[src/rtl/mem_arbiter.sv]
// Two-port (fetch/data) arbiter in front of a shared single-port memory.
// Registered request, one-cycle completion pulses, wait-cycle timeout abort.
`timescale 1ns/1ps

module mem_arbiter #(
    parameter int unsigned XLEN     = 32,
    parameter int unsigned ARB_MODE = 0,
    parameter int unsigned TIMEOUT  = 255
) (
    input  logic            clk,
    input  logic            reset,
    input  logic            imem_req,
    input  logic [XLEN-1:0] imem_addr,
    output logic [XLEN-1:0] imem_rdata,
    output logic            imem_valid,
    input  logic            dmem_req,
    input  logic            dmem_we,
    input  logic [XLEN-1:0] dmem_addr,
    input  logic [XLEN-1:0] dmem_wdata,
    output logic [XLEN-1:0] dmem_rdata,
    output logic            dmem_valid,
    output logic            mem_req,
    output logic            mem_we,
    output logic [XLEN-1:0] mem_addr,
    output logic [XLEN-1:0] mem_wdata,
    input  logic            mem_ready,
    input  logic [XLEN-1:0] mem_rdata,
    output logic            stall,
    output logic            bus_err
);

    typedef enum logic [1:0] {
        IDLE   = 2'd0,
        I_BUSY = 2'd1,
        D_BUSY = 2'd2
    } state_t;

    localparam logic [15:0] WAIT_LIMIT = 16'(TIMEOUT - 2);

    state_t            state_q, state_d;
    logic              mem_req_q, mem_req_d;
    logic              mem_we_q, mem_we_d;
    logic [XLEN-1:0]   mem_addr_q, mem_addr_d;
    logic [XLEN-1:0]   mem_wdata_q, mem_wdata_d;
    logic [XLEN-1:0]   imem_rdata_q, imem_rdata_d;
    logic              imem_valid_q, imem_valid_d;
    logic [XLEN-1:0]   dmem_rdata_q, dmem_rdata_d;
    logic              dmem_valid_q, dmem_valid_d;
    logic              bus_err_q, bus_err_d;
    logic [15:0]       wait_q, wait_d;
    logic              last_data_q, last_data_d;

    logic              busy;
    logic              done;
    logic              abort;
    logic              cand_i;
    logic              cand_d;
    logic              grant_i;
    logic              grant_d;

    always_ff @(posedge clk or negedge reset) begin
        if (!reset) begin
            state_q      <= IDLE;
            mem_req_q    <= 1'b0;
            mem_we_q     <= 1'b0;
            mem_addr_q   <= '0;
            mem_wdata_q  <= '0;
            imem_rdata_q <= '0;
            imem_valid_q <= 1'b0;
            dmem_rdata_q <= '0;
            dmem_valid_q <= 1'b0;
            bus_err_q    <= 1'b0;
            wait_q       <= '0;
            last_data_q  <= 1'b1;
        end else begin
            state_q      <= state_d;
            mem_req_q    <= mem_req_d;
            mem_we_q     <= mem_we_d;
            mem_addr_q   <= mem_addr_d;
            mem_wdata_q  <= mem_wdata_d;
            imem_rdata_q <= imem_rdata_d;
            imem_valid_q <= imem_valid_d;
            dmem_rdata_q <= dmem_rdata_d;
            dmem_valid_q <= dmem_valid_d;
            bus_err_q    <= bus_err_d;
            wait_q       <= wait_d;
            last_data_q  <= last_data_d;
        end
    end

    // A request whose valid is pulsing this cycle has already been served;
    // the port just completing is likewise excluded from re-arbitration.
    always_comb begin
        busy    = (state_q != IDLE);
        done    = busy & mem_req_q & mem_ready;
        abort   = busy & mem_req_q & ~mem_ready & (wait_q == WAIT_LIMIT);
        cand_i  = imem_req & ~imem_valid_q & ~(done & (state_q == I_BUSY));
        cand_d  = dmem_req & ~dmem_valid_q & ~(done & (state_q == D_BUSY));
        grant_i = 1'b0;
        grant_d = 1'b0;
        if (!busy || done) begin
            if (cand_i && cand_d) begin
                if (ARB_MODE == 0) begin
                    grant_d = 1'b1;
                end else if (last_data_q) begin
                    grant_i = 1'b1;
                end else begin
                    grant_d = 1'b1;
                end
            end else begin
                grant_i = cand_i;
                grant_d = cand_d;
            end
        end
        state_d = state_q;
        if (grant_i) begin
            state_d = I_BUSY;
        end else if (grant_d) begin
            state_d = D_BUSY;
        end else if (done || abort) begin
            state_d = IDLE;
        end
    end

    always_comb begin
        mem_req_d    = mem_req_q;
        mem_we_d     = mem_we_q;
        mem_addr_d   = mem_addr_q;
        mem_wdata_d  = mem_wdata_q;
        imem_rdata_d = imem_rdata_q;
        dmem_rdata_d = dmem_rdata_q;
        imem_valid_d = 1'b0;
        dmem_valid_d = 1'b0;
        bus_err_d    = 1'b0;
        wait_d       = wait_q;
        last_data_d  = last_data_q;

        if (done) begin
            mem_req_d = 1'b0;
            if (state_q == I_BUSY) begin
                imem_valid_d = 1'b1;
                imem_rdata_d = mem_rdata;
            end else begin
                dmem_valid_d = 1'b1;
                if (!mem_we_q) begin
                    dmem_rdata_d = mem_rdata;
                end
            end
        end else if (abort) begin
            mem_req_d = 1'b0;
            bus_err_d = 1'b1;
            if (state_q == I_BUSY) begin
                imem_valid_d = 1'b1;
                imem_rdata_d = '0;
            end else begin
                dmem_valid_d = 1'b1;
                dmem_rdata_d = '0;
            end
        end else if (busy) begin
            wait_d = wait_q + 16'd1;
        end

        // A grant in the completion cycle overrides the mem_req clear above.
        if (grant_i) begin
            mem_req_d   = 1'b1;
            mem_we_d    = 1'b0;
            mem_addr_d  = imem_addr;
            mem_wdata_d = '0;
            wait_d      = '0;
            last_data_d = 1'b0;
        end else if (grant_d) begin
            mem_req_d   = 1'b1;
            mem_we_d    = dmem_we;
            mem_addr_d  = dmem_addr;
            mem_wdata_d = dmem_wdata;
            wait_d      = '0;
            last_data_d = 1'b1;
        end
    end

    assign mem_req    = mem_req_q;
    assign mem_we     = mem_we_q;
    assign mem_addr   = mem_addr_q;
    assign mem_wdata  = mem_wdata_q;
    assign imem_rdata = imem_rdata_q;
    assign imem_valid = imem_valid_q;
    assign dmem_rdata = dmem_rdata_q;
    assign dmem_valid = dmem_valid_q;
    assign bus_err    = bus_err_q;
    assign stall      = (imem_req & ~imem_valid_q) | (dmem_req & ~dmem_valid_q);

endmodule

[config.mk]
export PLATFORM = sky130hd
export DESIGN_NAME = mem_arbiter
export DESIGN_NICKNAME = d
export VERILOG_FILES = /design/src/rtl/mem_arbiter.sv
export SDC_FILE = /design/constraint.sdc
export NUM_CORES = 1
export LEC_CHECK = 0
export CAP_MARGIN = 20
export CORE_MARGIN = 1.5
export CORE_UTILIZATION = 36
export CTS_BUF_LIST = sky130_fd_sc_hd__clkbuf_4 sky130_fd_sc_hd__clkbuf_8
export DETAILED_ROUTE_END_ITERATION = 8
export GPL_TIMING_DRIVEN = 0
export PLACE_DENSITY = 0.81
export SLEW_MARGIN = 20
export SYNTH_ARGS = -nofsm -noshare
export SYNTH_HDL_FRONTEND = slang
export SYNTH_SLANG_ARGS = --single-unit
[constraint.sdc]
create_clock -name clk -period 2.3 [get_ports clk]
set_clock_uncertainty 0.2 [all_clocks]
set_input_delay 0.23 -clock clk [delete_from_list [all_inputs] [get_ports clk]]
set_output_delay 0.23 -clock clk [all_outputs]
set_load 0.1 [all_outputs]
==> qor.txt, run 1 <==
Worst-Margin Slew - 1100 ps
Yosys Warn Count - 0
Skew-Pair Late Insertion Delay - 430 ps
Clock tree buffer depth - 2
Number of nets in the layout - 1029
R2r setup slk - 100 ps
Grt met1 use - 0.252
Wire per inst - 17.5 um
GR Util met3 - 0.0692
Post-route ant nets - 0
Number of global-route vias before repair - 5787
Hold path endpoint - mem_wdata[21]$_DFFE_PN0P_
Die area - 18400 sq um
Final Hold Fails - 0
Largest net degree at the start of global routing - 78
Total routed wirelength - 19700 um
Core area - 17200 sq um
Slew headroom - 0.272
CP Class - reg -> reg
Routability cong. - 0.823
Worst Path Required - 2410 ps
First-pass GRT wire length - 30100 um
Finished Cell Area - 9690 sq um
H-tree levels - 4
IO buf count - 267
Number of synthesized flops with an enable pin - 0
Cells after Synth - 602
Worst min-delay path category - in -> reg
ANT cells - 0
Met2 Use GR - 0.361
Placed inst area - 9340 sq um
RSZ-0062 raised after global routing - no
Clock sinks - 151
Netlist cell types - 41
Fmax - 0.455 GHz
Reg clk slew, reported paths - 100 ps
Most used DFF post-synth - dfrtp_1
Most Used Layer, Global Route - met2
Initial DRC count - 260
Synth Area per Inst - 10.5 sq um
Hold Crit Start - dmem_wdata[21]
Synth top cells by count - 151 x dfrtp_1, 138 x nand2_1, 41 x a21oi_1
Post-synth net total - 738
Share of post-route cells with drive strength above 1 - 0.0861
R2r worst-path depth - 7
Initial Util - 0.368
Total CTS buffers - 17
Post-DR vias/cell - 5.17
Fin worst setup slack - 101 ps
Synth top area share - 0.595
Synth area leader - dfrtp_1
Rows - 48
Final worst path period share - 0.956
Seq/Total Area, Yosys - 0.595
FF-to-FF Start - wait_q[1]$_DFFE_PN0P_
Min cycle time layout - 2200 ps
Synthesized area - 6350 sq um
Hold depth - 3
Die width - 136 um
CTS tree - done
Max-Cap Viols - 0
Count of final setup violators - 0
Yosys reg bits - 151
Worst-path maximum fanout - 10
Root Buffer Master - clkbuf_8
DP HPWL - 14800 um
Initial antenna violation count - 0
Startpoint Class - flip-flop
Ranking of synthesized cells by area - dfrtp_1 60%, nand2_1 8.2%, a221o_1 5.0%
Final cell count without fillers - 1131
Worst EP arrival - 2310 ps
P&R area growth vs syn - 52.7%
Hold slack final - 123 ps
CP endpoint kind - flip-flop
Fill cells - 1555
GRT Total Usage - 0.213
Ports - 268
Grt ovf - 0
Place WS - -477 ps
Fin. max-slew vios - 0
Die height - 136 um
Number of remaining DRC errors - 0
Cells after DPL - 1095
Count leader, synth - dfrtp_1
Vias - 5845
Async set or reset register ratio after synthesis - 1.00
Status - completed
Worst R2R End - imem_rdata[24]$_DFFE_PN0P_
Router iterations before antenna repair - 4
sequential cells by signal, indices dropped and copies added (netlist names):
name,flops
dmem_rdata,32
imem_rdata,32
mem_addr,32
mem_wdata,32
wait_q,16
state_q,2
bus_err,1
dmem_valid,1
imem_valid,1
mem_req,1
mem_we,1
worst max-delay path, stage by stage, from the launching register on:
cell and delay (ps):
dfrtp_1 400, inv_1 80, ha_1 140, nor4b_4 190, nand4_2 210, a211o_4 410
buf_2 200, a22o_1 250
kinds of logic (layout without fill, tap and decap cells):
kind of cell	Yosys count	count (layout)	share of synthesized area
AOI/OAI and AO/OA	165	165	0.186
adders and majority gates	2	2	0.00394
buffers and inverters	52	356	0.0337
DFF	151	151	0.595
muxes	8	8	0.0126
and+or+nand+nor	224	224	0.168
worst max-delay path by stage:
stage / start / to / slack (ps) / cells after the start
after floorplan: mem_req$_DFFE_PN0P_ / wait_q[9]$_DFFE_PN0P_ / 70 / 5
after global placement: reset / imem_valid$_DFF_PN0_ / -5920 / 1
after detailed placement: mem_ready / wait_q[1]$_DFFE_PN0P_ / -480 / 6
after CTS: mem_req$_DFFE_PN0P_ / wait_q[5]$_DFFE_PN0P_ / 6 / 7
after global routing: mem_req$_DFFE_PN0P_ / wait_q[4]$_DFFE_PN0P_ / 8 / 7
final: wait_q[1]$_DFFE_PN0P_ / imem_rdata[24]$_DFFE_PN0P_ / 100 / 7
what timing repair did:
item | 4_1_cts | 5_1_grt
resized for setup | 143 | 14
endpoints found under the hold margin | 74 | 0
buffers inserted | 0 | 3
endpoints found under the setup margin | 192 | 90
pin swaps | 2 | 3
hold buffers | 1 | 0
layout by cell type (no fill, tap or decap), drive strengths merged, types with 23 or more instances in the layout:
cell,instances
clkbuf,46
a221o,32
clkdlybuf4s50,132
a22o,32
o21ai,38
nand2,138
dfrtp,151
a21oi,41
dlygate4sd2,133
buf,23
and3,33
cell type report:
| cell class | count | area (sq um) | area share |
|---|---|---|---|
| plain buffers | 45 | 199 | 0.0205 |
| clock buffers | 19 | 255 | 0.0263 |
| clock inverters | 13 | 185 | 0.0191 |
| inverters | 7 | 26.3 | 0.00271 |
| multi-input cells | 399 | 2390 | 0.246 |
| flip-flops and latches | 151 | 3780 | 0.390 |
| well taps | 225 | 282 | 0.0291 |
| repair buffers | 272 | 2570 | 0.265 |
stage by stage:
stage | TNS [ps] | util
global route | 0 | 0.562
detailed placement | -20500 | 0.542
global placement | -826750 | 0.540
CTS | 0 | 0.560
finish | 0 | 0.562
floorplan | 0 | -
per-layer routing:
metal  up-vias  routed length [um]
li1       2752                   -
met1      2831                7880
met2       233                9760
met3        29                1690
met4         0                 424
met5         -                   0
Power of run 1 is left out: the tool's default activity adds up to more than one toggle a clock period on the data nets, which glitch-free logic cannot reach.
==> run 2, diff against run 1 <==
Settings changed: CORE_MARGIN 1.5 to not set, PLACE_DENSITY 0.81 to 0.73.
==> qor.txt, run 2 (synthesis results as in run 1) <==
Status - completed
IO buf count - 267
Worst min-delay path category - in -> async
Met2 Use GR - 0.386
P&R area growth vs syn - 52.7%
Post-route ant nets - 0
Worst Path Required - 1870 ps
Skew-Pair Late Insertion Delay - 450 ps
Hold slack final - 91.7 ps
Number of nets in the layout - 1028
Fin. max-slew vios - 0
Worst-Margin Slew - 1080 ps
Fin worst setup slack - 91.9 ps
Post-DR vias/cell - 5.16
Commonest non-fill, non-tap cells in the layout - 147 x dfrtp_1, 137 x nand2_1, 133 x dlygate4sd2_1, 132 x clkdlybuf4s50_1, 40 x a21oi_1
Worst R2R End - mem_addr[28]$_DFFE_PN0P_
Total routed wirelength - 19700 um
GRT Total Usage - 0.225
R2r worst-path depth - 6
ANT cells - 0
Place WS - -449 ps
Post-layout util - 0.562
Rows - 48
Multi-input gate area - 2390 sq um
Worst EP arrival - 1780 ps
Vias - 5833
Max-Cap Viols - 0
FF-to-FF Start - state_q[0]$_DFFE_PN0P_
Fmax - 0.453 GHz
Core area - 17200 sq um
Final cell count without fillers - 1130
First-pass GRT wire length - 31200 um
Clock tree buffer depth - 2
Largest net degree at the start of global routing - 94
Reg clk slew, reported paths - 80 ps
Slew headroom - 0.282
Initial antenna violation count - 0
Final Hold Fails - 0
Worst-path maximum fanout - 4
CTS tree - done
DP HPWL - 14500 um
H-tree levels - 4
Count of final setup violators - 0
GR Util met3 - 0.0777
Fill cells - 1594
Die width - 135 um
Total CTS buffers - 17
CP endpoint kind - primary output
Wire per inst - 17.4 um
Most Used Layer, Global Route - met2
Die height - 135 um
CP Class - reg -> out
Cells after DPL - 1095
FF+latch area - 3780 sq um
Startpoint Class - flip-flop
Routability cong. - 0.789
Initial Util - 0.368
Grt met1 use - 0.266
Die area - 18200 sq um
Router iterations before antenna repair - 4
R2r setup slk - 110 ps
Ports - 268
Final worst path period share - 0.960
Clock sinks - 151
Commonest non-fill, non-tap cell in the layout - dfrtp_1
Initial DRC count - 213
Share of post-route cells with drive strength above 1 - 0.0862
Number of remaining DRC errors - 0
Root Buffer Master - clkbuf_8
Grt ovf - 0
Min cycle time layout - 2210 ps
Number of global-route vias before repair - 5964
[run 2: changes by cell type in the layout (fill, tap and decap cells not counted), moves of 2 or more]
cell and change:
clkbuf_2 +3, inv_6 +3, inv_8 -4, clkinv_2 +2, clkinvlp_4 -2, buf_2 -5
buf_6 +3
[run 2: worst max-delay path: stages (launching register included)]
cell,delay (ps)
dfrtp_2,430
nand2b_1,210
nand2_1,130
clkdlybuf4s18_2,550
[run 2: worst max path at each step]
stage | start | end | slack (ps) | depth (start not counted)
finish | dmem_valid$_DFF_PN0_ | stall | 90 | 3
global route | dmem_valid$_DFF_PN0_ | stall | -0.4 | 3
CTS | wait_q[1]$_DFFE_PN0P_ | imem_rdata[14]$_DFFE_PN0P_ | 3 | 7
detailed placement | mem_ready | wait_q[8]$_DFFE_PN0P_ | -450 | 7
global placement | reset | imem_valid$_DFF_PN0_ | -6030 | 1
floorplan | mem_req$_DFFE_PN0P_ | wait_q[9]$_DFFE_PN0P_ | 70 | 5
[run 2: metrics by stage]
step                area (sq um)  TNS [ps]
CTS                         9630         0
global placement            9300   -848470
global route                9690    -0.371
floorplan                   6350         0
detailed placement          9340    -27230
finish                      9690         0
[run 2: repair_timing]
action                     in CTS  in global routing
pin swaps                       2                  3
buffers inserted                0                  2
hold buffers                    1                  0
setup endpoints to repair     211                114
gates resized for setup       143                 23
hold endpoints to repair      151                  0
[run 2: per-layer routing]
metal	up-vias	wire length [um]
met3	22	1610
met4	0	293
li1	2752	-
met2	235	9800
met1	2824	7990
met5	-	0
[run 2: area by class of cell]
class / count / share of cell area
flip-flops and latches: 151 / 0.390
repair buffers: 271 / 0.264
inverters: 7 / 0.00271
well taps: 225 / 0.0290
clock inverters: 12 / 0.0167
multi-input cells: 399 / 0.247
plain buffers: 45 / 0.0226
clock buffers: 20 / 0.0271
Power of run 2 is left out for the same reason.
